==> src/rtl/lenet_run_ctrl.sv <==
// lenet_run_ctrl: sequences one camera -> LeNet -> display run.
//   A button press shows the capture box (bound_doing) for BOUND_FRAMES frames.
//   It then pulses lenet_start and waits for a rising edge on lenet_ready,
//   shows the digit overlay (lenet_doing) for SHOW_FRAMES frames, and returns
//   to live video. Frames are counted on the leading edge of vga_vsync.
// Ports:
//   clk24        in  pixel clock (same clock as the VGA block)
//   rst_n        in  asynchronous reset, active low
//   btn          in  start button, asynchronous level, already debounced
//   vga_vsync    in  registered vsync from the VGA block
//   lenet_ready  in  LeNet result valid (level or pulse)
//   lenet_start  out one-cycle pulse: begin sampling + inference
//   bound_doing  out show capture box
//   lenet_doing  out show digit overlay
//   busy         out controller is not idle
//   timeout_err  out sticky: last run aborted waiting for lenet_ready
module lenet_run_ctrl #(
    parameter logic        VSYNC_ACTIVE   = 1'b0,
    parameter int unsigned BOUND_FRAMES   = 60,
    parameter int unsigned SHOW_FRAMES    = 120,
    parameter int unsigned TIMEOUT_FRAMES = 30,
    parameter int unsigned CNT_W          = 8
) (
    input  logic clk24,
    input  logic rst_n,
    input  logic btn,
    input  logic vga_vsync,
    input  logic lenet_ready,
    output logic lenet_start,
    output logic bound_doing,
    output logic lenet_doing,
    output logic busy,
    output logic timeout_err
);

    localparam logic [CNT_W-1:0] BOUND_LAST   = CNT_W'(BOUND_FRAMES);
    localparam logic [CNT_W-1:0] SHOW_LAST    = CNT_W'(SHOW_FRAMES);
    localparam logic [CNT_W-1:0] TIMEOUT_LAST = CNT_W'(TIMEOUT_FRAMES);

    typedef enum logic [2:0] {
        ST_IDLE  = 3'd0,
        ST_BOUND = 3'd1,
        ST_START = 3'd2,
        ST_WAIT  = 3'd3,
        ST_SHOW  = 3'd4
    } state_t;

    state_t           r_state;
    state_t           w_nxt_state;
    logic [CNT_W-1:0] r_frame_cnt;
    logic [CNT_W-1:0] w_nxt_cnt;
    logic [CNT_W-1:0] w_cnt_inc;
    logic             w_nxt_terr;

    logic r_btn_s1;
    logic r_btn_s2;
    logic r_btn_s3;
    logic r_vsync_q;
    logic r_ready_q;

    logic w_press;
    logic w_frame;
    logic w_ready_rise;

    // Event detectors: synchronized button edge, vsync leading edge, ready edge.
    assign w_press      = r_btn_s2 & ~r_btn_s3;
    assign w_frame      = (vga_vsync == VSYNC_ACTIVE) & (r_vsync_q != VSYNC_ACTIVE);
    assign w_ready_rise = lenet_ready & ~r_ready_q;
    assign w_cnt_inc    = r_frame_cnt + CNT_W'(1);

    // Next-state / frame counter / sticky error decode.
    always_comb begin
        w_nxt_state = r_state;
        w_nxt_cnt   = r_frame_cnt;
        w_nxt_terr  = timeout_err;
        case (r_state)
            ST_IDLE: begin
                if (w_press) begin
                    w_nxt_state = ST_BOUND;
                    w_nxt_cnt   = '0;
                    w_nxt_terr  = 1'b0;
                end
            end
            ST_BOUND: begin
                if (w_frame) begin
                    w_nxt_cnt = w_cnt_inc;
                    if (w_cnt_inc == BOUND_LAST) w_nxt_state = ST_START;
                end
            end
            ST_START: begin
                w_nxt_state = ST_WAIT;
                w_nxt_cnt   = '0;
            end
            ST_WAIT: begin
                // A ready edge beats a timeout frame arriving in the same cycle.
                if (w_ready_rise) begin
                    w_nxt_state = ST_SHOW;
                    w_nxt_cnt   = '0;
                end else if (w_frame) begin
                    w_nxt_cnt = w_cnt_inc;
                    if (w_cnt_inc == TIMEOUT_LAST) begin
                        w_nxt_state = ST_IDLE;
                        w_nxt_terr  = 1'b1;
                    end
                end
            end
            ST_SHOW: begin
                // A re-press restarts the run and beats a frame in the same cycle.
                if (w_press) begin
                    w_nxt_state = ST_BOUND;
                    w_nxt_cnt   = '0;
                end else if (w_frame) begin
                    w_nxt_cnt = w_cnt_inc;
                    if (w_cnt_inc == SHOW_LAST) w_nxt_state = ST_IDLE;
                end
            end
            default: begin
                w_nxt_state = ST_IDLE;
            end
        endcase
    end

    // State, synchronizers and outputs; outputs are decoded from the next state
    // so they change on the same edge as the state register.
    always_ff @(posedge clk24 or negedge rst_n) begin
        if (!rst_n) begin
            r_btn_s1    <= 1'b0;
            r_btn_s2    <= 1'b0;
            r_btn_s3    <= 1'b0;
            r_vsync_q   <= ~VSYNC_ACTIVE;
            r_ready_q   <= 1'b0;
            r_state     <= ST_IDLE;
            r_frame_cnt <= '0;
            lenet_start <= 1'b0;
            bound_doing <= 1'b0;
            lenet_doing <= 1'b0;
            busy        <= 1'b0;
            timeout_err <= 1'b0;
        end else begin
            r_btn_s1    <= btn;
            r_btn_s2    <= r_btn_s1;
            r_btn_s3    <= r_btn_s2;
            r_vsync_q   <= vga_vsync;
            r_ready_q   <= lenet_ready;
            r_state     <= w_nxt_state;
            r_frame_cnt <= w_nxt_cnt;
            lenet_start <= (w_nxt_state == ST_START);
            bound_doing <= (w_nxt_state == ST_BOUND) || (w_nxt_state == ST_START)
                        || (w_nxt_state == ST_WAIT);
            lenet_doing <= (w_nxt_state == ST_SHOW);
            busy        <= (w_nxt_state != ST_IDLE);
            timeout_err <= w_nxt_terr;
        end
    end

endmodule

==> config.mk <==
export PLATFORM = sky130hd
export DESIGN_NAME = lenet_run_ctrl
export DESIGN_NICKNAME = d
export VERILOG_FILES = /design/src/rtl/lenet_run_ctrl.sv
export SDC_FILE = /design/constraint.sdc
export NUM_CORES = 1
export LEC_CHECK = 0
export CAP_MARGIN = 20
export CORE_UTILIZATION = 44
export DETAILED_ROUTE_END_ITERATION = 8
export GPL_TIMING_DRIVEN = 0
export PLACE_DENSITY_LB_ADDON = 0.15
export SYNTH_ARGS = -nofsm -noshare
export SYNTH_HDL_FRONTEND = slang
export SYNTH_SLANG_ARGS = --single-unit
==> constraint.sdc <==
create_clock -name clk24 -period 2.5 [get_ports clk24]
set_clock_uncertainty 0.05 [all_clocks]
set_input_delay 0.75 -clock clk24 [delete_from_list [all_inputs] [get_ports clk24]]
set_output_delay 0.75 -clock clk24 [all_outputs]
set_load 0.01 [all_outputs]
==> flow_metrics.env <==
export IMPL_first_pass_iters=4
export IMPL_critical_path_max_stage_delay_ps=490
export IMPL_fin_crit_ps=2296
export IMPL_ys_types=36
export IMPL_die_area_mm2=0.002718
export IMPL_antenna_found_initial=0
export IMPL_syn2layout_area_growth_pct=13.69
export IMPL_synth_seq_cells=21
export IMPL_cap_violations=0
export IMPL_critPathKind="in2reg"
export IMPL_holdCritPathClass="reg2reg"
export IMPL_seq_area_frac_synth=0.4762
export IMPL_routedWlPerCell_um=13.99
export IMPL_synthCells=109
export IMPL_status="complete, no violations"
export IMPL_setup_viol=0
export IMPL_post_cts_buffers=0
export IMPL_ir_worst_vdd_mv=0.4220
export IMPL_rows=17
export IMPL_drcViolationCount=0
export IMPL_groute_usage_overall=0.1864
export IMPL_first_global_vias=773
export IMPL_arrival_ps=2420
export IMPL_num_vias=842
export IMPL_post_synth_instance_area_mm2=0.001106
export IMPL_portBuffers=9
export IMPL_die_w_um=52.14
export IMPL_cts_tree="built"
export IMPL_cts_htree_levels=1
export IMPL_dpl_hpwl_um=1533
export IMPL_vias_per_cell=5.613
export IMPL_slew_headroom=0.3934
export IMPL_synth_edff_count=0
export IMPL_cts_resized_gates=0
export IMPL_synth_top_area_frac=0.4525
export IMPL_start_util=0.4815
export IMPL_antenna_cells=0
export IMPL_place_congestion=0.8082
export IMPL_synthFlopType="dfrtp_1"
export IMPL_syn_avg_cell_area_um2=10.15
export IMPL_grt_max_degree=22
export IMPL_rsz0062_at_grt="false"
export IMPL_path_cells="clkdlybuf4s50_1, nor3b_1, nand3b_1, o31ai_1, o41ai_1"
export IMPL_hold_buffers=0
export IMPL_clock_fmax_ghz=0.4356
export IMPL_gr_total_overflow=0
export IMPL_crit_required_ps=2620
export IMPL_post_route_period_util=0.9184
export IMPL_powerDensity_mw_per_mm2=784.2
export IMPL_nets=130
export IMPL_final_max_slew_viol_count=0
export IMPL_drt_iter0_markers=13
export IMPL_tns_ps=0
export IMPL_yosys_warnings=0
export IMPL_cts_sinks=21
export IMPL_die_h_um=52.14
export IMPL_tightestPinTransition_ps=907.0
export IMPL_clk_pin_slew_ps=110
export IMPL_async_flop_share=1.000
export IMPL_slowest_stage="o31ai_1"
export IMPL_yosys_top_cells_count="20 x dfrtp_1, 11 x nor2_1, 8 x nand2_1"
export IMPL_p_leak_nw=0.5047
export IMPL_clock_path_buffers=2
export IMPL_clk_latency_ps=310
export IMPL_clockRootBuffer="clkbuf_4"
export IMPL_ios=10
export IMPL_drive_gt1_frac=0.1148
export IMPL_yosysMostFrequentCell="dfrtp_1"
export IMPL_hold_viol=0
export IMPL_post_synth_top_area_cell="dfrtp_1"
export IMPL_wirelength_um=2099
export IMPL_path_max_fanout=4
export IMPL_cp_end_kind="flip-flop"
export IMPL_start_kind="primary input"
export IMPL_ant_nets=0
export IMPL_core_mm2=0.002297
export IMPL_post_route_util=0.5474
export IMPL_synthTopCellsByArea="dfrtp_1 45%, xnor2_1 5.5%, nor2_1 3.7%, nand2b_1 2.8%, nor4_1 2.8%"
export IMPL_grt_pass1_wl_um=3525
export IMPL_synth_fp_nets=116
export IMPL_holdWs_ps=309.3
export IMPL_numCtsBuffers=3
## where the power goes
group	switching [W]	total, W	internal (W)	leakage (nW)
Combinational	0.000192	0.000359	0.000166	0.237
Sequential	0.0000681	0.000462	0.000394	0.253
Clock	0.000103	0.000166	0.0000623	0.0150
Total	0.000364	0.000986	0.000622	0.505
## final timing paths
check / startpoint / endpoint / slack [ps] / cells after the start
max: vga_vsync / r_state[1] / 200 / 5
min: r_btn_s1 / r_btn_s2 / 310 / 0
max reg2reg: r_frame_cnt[0] / r_state[1] / 310 / 7
min reg2reg: r_btn_s1 / r_btn_s2 / 310 / 0
max in group asynchronous: rst_n / r_frame_cnt[3] / 960 / 1
min in group asynchronous: rst_n / timeout_err / 890 / 1
## critical path, delay by kind of cell
| kind | cells | cell delay, ps |
|---|---|---|
| AOI/OAI and AO/OA | 2 | 660 |
| and+or+nand+nor | 2 | 570 |
| buffers and inverters | 1 | 430 |
## per-layer routing
metal / global-route usage / vias to the layer above / routed length (um)
met5: 0 / - / 0
met2: 0.2970 / 27 / 989
met4: 0.09211 / 0 / 44
met1: 0.2407 / 393 / 974
met3: 0.03509 / 5 / 91
li1: - / 417 / -
## layout by cell type (no fill, tap or decap), types with 3 or more instances in the layout
| cell | Yosys | final |
|---|---|---|
| nand3b_1 | 4 | 4 |
| clkdlybuf4s50_1 | 0 | 9 |
| inv_1 | 3 | 3 |
| nand3_1 | 4 | 4 |
| nor2_1 | 11 | 11 |
| o21ai_0 | 5 | 5 |
| nor3_1 | 3 | 3 |
| nand2b_1 | 5 | 5 |
| clkbuf_4 | 0 | 3 |
| nor4_1 | 5 | 5 |
| dfrtp_1 | 20 | 20 |
| nand4_1 | 3 | 3 |
| xnor2_1 | 7 | 7 |
| nand2_1 | 8 | 8 |
## cells by family after synthesis
kind of cell    after synthesis  share of synthesized area
xor+xnor                      9                    0.07127
compound gates               16                     0.1075
buf+inv                       7                    0.03959
simple gates                 54                     0.2828
flops                        21                     0.4762
fa+ha+maj                     2                    0.02262
## final cells by class
cell class | count | area (um2)
Inverter | 3 | 11.26
Buffer | 4 | 32.53
Clock buffer | 4 | 26.28
Multi-Input combinational cell | 81 | 535.5
Fill cell | 208 | 1040
Timing Repair Buffer | 9 | 90.09
Sequential cell | 21 | 526.8
Tap cell | 28 | 35.03
## through the flow
stage | power, W | cell area [um2] | instances | setup WS, ps
floorplan | 0.0007432 | 1106 | 109 | 593.1
global placement | 0.0008117 | 1231 | 146 | -90.17
detailed placement | 0.0008253 | 1231 | 146 | -87.38
CTS | 0.0009958 | 1257 | 150 | 239.3
global route | 0.001056 | 1257 | 150 | 47.09
finish | 0.0009861 | 1257 | 150 | 204.1
## flip-flops by register name, indices dropped and copies added, names as in the netlist
signal,count
busy,1
bound_doing,1
r_btn_s3,1
r_vsync_q,1
r_frame_cnt,8
r_state,3
r_btn_s2,1
lenet_start,1
r_ready_q,1
r_btn_s1,1
timeout_err,1
lenet_doing,1
Power figures use the tool's default switching activity.
==> RTL edit 1 (same flow settings) <==
Set the parameter `TIMEOUT_FRAMES` to 22 (it was 30).
--- a/src/rtl/lenet_run_ctrl.sv
+++ b/src/rtl/lenet_run_ctrl.sv
@@ -20,3 +20,3 @@
     parameter int unsigned SHOW_FRAMES    = 120,
-    parameter int unsigned TIMEOUT_FRAMES = 30,
+    parameter int unsigned TIMEOUT_FRAMES = 22,
     parameter int unsigned CNT_W          = 8
Formal check against the unedited RTL: no difference found for any inputs over 10 cycles, from zero or initial values and one cycle with rst_n low; that may be too few to reach the edited logic, so the function may still have changed.
==> RTL edit 1 against the unedited design <==
Setup slack lost 0.074 ns. Area after synthesis grew 0.11%. Total power shrank 6.7%. Via count shrank 4.8%. Sequential cell count is the same. Critical path depth grew 1. Wire length shrank 9.3%. Final area grew 0.20%. Register-to-register slack gained 0.12 ns. Count of clock-buffer cells in the layout shrank 1. Largest cell class unchanged.
==> RTL edit 1: results (changes against the unedited design) <==
| Metric | Value |
|---|---|
| Filler instances | 230 (was 208) |
| Top cells by area, synth | dfrtp_1 45%, nor2_1 3.7%, xnor2_1 3.2% (was dfrtp_1 45%, xnor2_1 5.5%, nor2_1 3.7%) |
| Register share of total power | 0.504 (was 0.468) |
| Fraction of area in multi-input gates | 0.439 (was 0.426) |
| Met2 global-route usage | 0.274 (was 0.297) |
| Switching pwr | 0.318 mW (was 0.364 mW) |
| Pwr Density | 730 nW/µm² (was 784 nW/µm²) |
| Post-Route WL | 1.90 mm (was 2.10 mm) |
| RD Place Congestion | 0.858 (was 0.808) |
| Number of distinct library cells after synthesis | 43 (was 36) |
| Combinational fraction of design power | 0.317 (was 0.364) |
| Invs w/o clock | 4 (was 3) |
| Dpl cells | 141 (was 146) |
| Synth top cells by count | 20 x dfrtp_1, 11 x nor2_1, 9 x nand2_1 (was 20 x dfrtp_1, 11 x nor2_1, 8 x nand2_1) |
| Met3 WL | 101 µm (was 91 µm) |
| Synth Area in Compound Gates | 0.133 (was 0.107) |
| Clock buf/inv share | 0.0218 (was 0.0209) |
| Wire length on met2 | 885 µm (was 989 µm) |
| Drt first-iter violations | 19 (was 13) |
| DP HPWL | 1.40 mm (was 1.53 mm) |
| GR Util met1 | 0.216 (was 0.241) |
| Total GRT Usage | 0.172 (was 0.186) |
| P_leak | 0.540 nW (was 0.505 nW) |
| Status | finished, final reports clean (unchanged) |
| Vias in the first global route | 746 (was 773) |
| Non-filler cells, final | 145 (was 150) |
| # clk buffers | 3 (was 4) |
| Layout area overhead | 13.8% (was 13.7%) |
| Multi-input comb cells | 77 (was 81) |
| XOR/XNOR share of the synthesized area | 0.0554 (was 0.0713) |
| Mux cell area share after synthesis | 0.00904 (was 0) |
| Vias per cell | 5.53 (was 5.61) |
| Fin nets | 125 (was 130) |
| Fraction of layout cells with a size suffix above 1 | 0.111 (was 0.115) |
RTL edit 1: critical path, cell delays in order:
cell and delay, ns:
clkdlybuf4s50_1 0.54, nor4b_4 0.30, mux2i_1 0.14, or4_4 0.52, o21a_1 0.21, o21ai_2 0.11
RTL edit 1: final timing paths:
check	startpoint	endpoint	slack, ns	depth (start not counted)
max	vga_vsync	r_state[1]$_DFF_PN0_	0.13	6
min	r_btn_s1$_DFF_PN0_	r_btn_s2$_DFF_PN0_	0.31	0
max reg2reg	r_frame_cnt[0]$_DFFE_PN0P_	r_state[1]$_DFF_PN0_	0.43	6
min reg2reg	r_btn_s1$_DFF_PN0_	r_btn_s2$_DFF_PN0_	0.31	0
max in group asynchronous	rst_n	r_frame_cnt[4]$_DFFE_PN0P_	0.96	1
min in group asynchronous	rst_n	bound_doing$_DFF_PN0_	0.89	1
==> RTL edit 2 (same settings) <==
Made on the original files. Re-encode `state_t` (5 states) as Gray code, 3 bits wide.
--- a/src/rtl/lenet_run_ctrl.sv
+++ b/src/rtl/lenet_run_ctrl.sv
@@ -40,7 +40,7 @@
     typedef enum logic [2:0] {
-        ST_IDLE  = 3'd0,
-        ST_BOUND = 3'd1,
-        ST_START = 3'd2,
-        ST_WAIT  = 3'd3,
-        ST_SHOW  = 3'd4
+        ST_IDLE  = 3'b000,
+        ST_BOUND = 3'b001,
+        ST_START = 3'b011,
+        ST_WAIT  = 3'b010,
+        ST_SHOW  = 3'b110
     } state_t;
Behaviour: no difference found for any inputs over 10 cycles, from zero or initial values and one cycle with rst_n low; not proved beyond that.
==> RTL edit 2 against the unedited design <==
Total power up 6.8%. Global-route usage decreased by 0.13 points. Combinational power is 9.5% higher. Setup slack got worse by 0.034 ns. Sequential cell count did not move. Area after synthesis up 7.1%. Via count up 4.9%. Die area up 6.9%. Final area rose by 6.6%. Wire length up 5.7%. Hold slack improved by 0.016 ns. Critical endpoint is now lenet_start$_DFF_PN0_.
==> RTL edit 2: results (changes against the unedited design) <==
| Metric | Value |
|---|---|
| Switching pwr | 0.399 mW (was 0.364 mW) |
| Number of distinct library cells after synthesis | 41 (was 36) |
| Fraction of layout cells with a size suffix above 1 | 0.126 (was 0.115) |
| Fin nets | 143 (was 130) |
| RD Place Congestion | 0.859 (was 0.808) |
| Num rows | 18 (was 17) |
| Non-filler cells, final | 165 (was 150) |
| Syn_nets | 129 (was 116) |
| Post-layout util | 0.536 (was 0.547) |
| Met3 WL | 66 µm (was 91 µm) |
| Mux cell area share after synthesis | 0.00845 (was 0) |
| GR Util met1 | 0.257 (was 0.241) |
| Filler instances | 240 (was 208) |
| Synth Area in Compound Gates | 0.149 (was 0.107) |
| Adder-cell area share of the yosys netlist | 0.0211 (was 0.0226) |
| Post-synthesis area per instance | 9.71 µm² (was 10.1 µm²) |
| Met3 Use GR | 0.0339 (was 0.0351) |
| CP arrival | 2.46 ns (was 2.42 ns) |
| Met2 global-route usage | 0.274 (was 0.297) |
| First-pass GRT wire length | 3.70 mm (was 3.53 mm) |
| Placed Instance Area | 1310 µm² (was 1230 µm²) |
| Status | finished, final reports clean (unchanged) |
| Wire length on met2 | 1.03 mm (was 989 µm) |
| Vias in the first global route | 798 (was 773) |
| Synth top cells by count | 20 x dfrtp_1, 17 x nor2_1, 12 x nand2_1 (was 20 x dfrtp_1, 11 x nor2_1, 8 x nand2_1) |
| Drt first-iter violations | 20 (was 13) |
| XOR/XNOR share of the synthesized area | 0.0887 (was 0.0713) |
| Total GRT Usage | 0.185 (was 0.186) |
| Max stage delay on crit path | 0.42 ns (was 0.49 ns) |
| DR vias | 883 (was 842) |
| Sequential element share of the synthesized area | 0.445 (was 0.476) |
| Dpl cells | 161 (was 146) |
| DR WL/cell | 13.4 µm (was 14.0 µm) |
| Slew HR | 0.394 (was 0.393) |
| P_leak | 0.547 nW (was 0.505 nW) |
| Combinational fraction of design power | 0.373 (was 0.364) |
RTL edit 2: final timing paths:
kind	end	slack (ns)	startpoint
max	lenet_start$_DFF_PN0_	0.17	vga_vsync
min reg2reg	r_btn_s2$_DFF_PN0_	0.33	r_btn_s1$_DFF_PN0_
max in group asynchronous	r_frame_cnt[1]$_DFFE_PN0P_	0.96	rst_n
max reg2reg	lenet_start$_DFF_PN0_	0.23	r_frame_cnt[0]$_DFFE_PN0P_
min	r_btn_s2$_DFF_PN0_	0.33	r_btn_s1$_DFF_PN0_
min in group asynchronous	r_frame_cnt[6]$_DFFE_PN0P_	0.89	rst_n
RTL edit 2: final cells by class:
cell class                      instances  area share
Inverter                                6      0.0168
Clock inverter                          1     0.00373
Multi-Input combinational cell         90       0.434
Clock buffer                            3      0.0168
Sequential cell                        21       0.393
Tap cell                               30      0.0280
Buffer                                  5      0.0401
Timing Repair Buffer                    9      0.0672
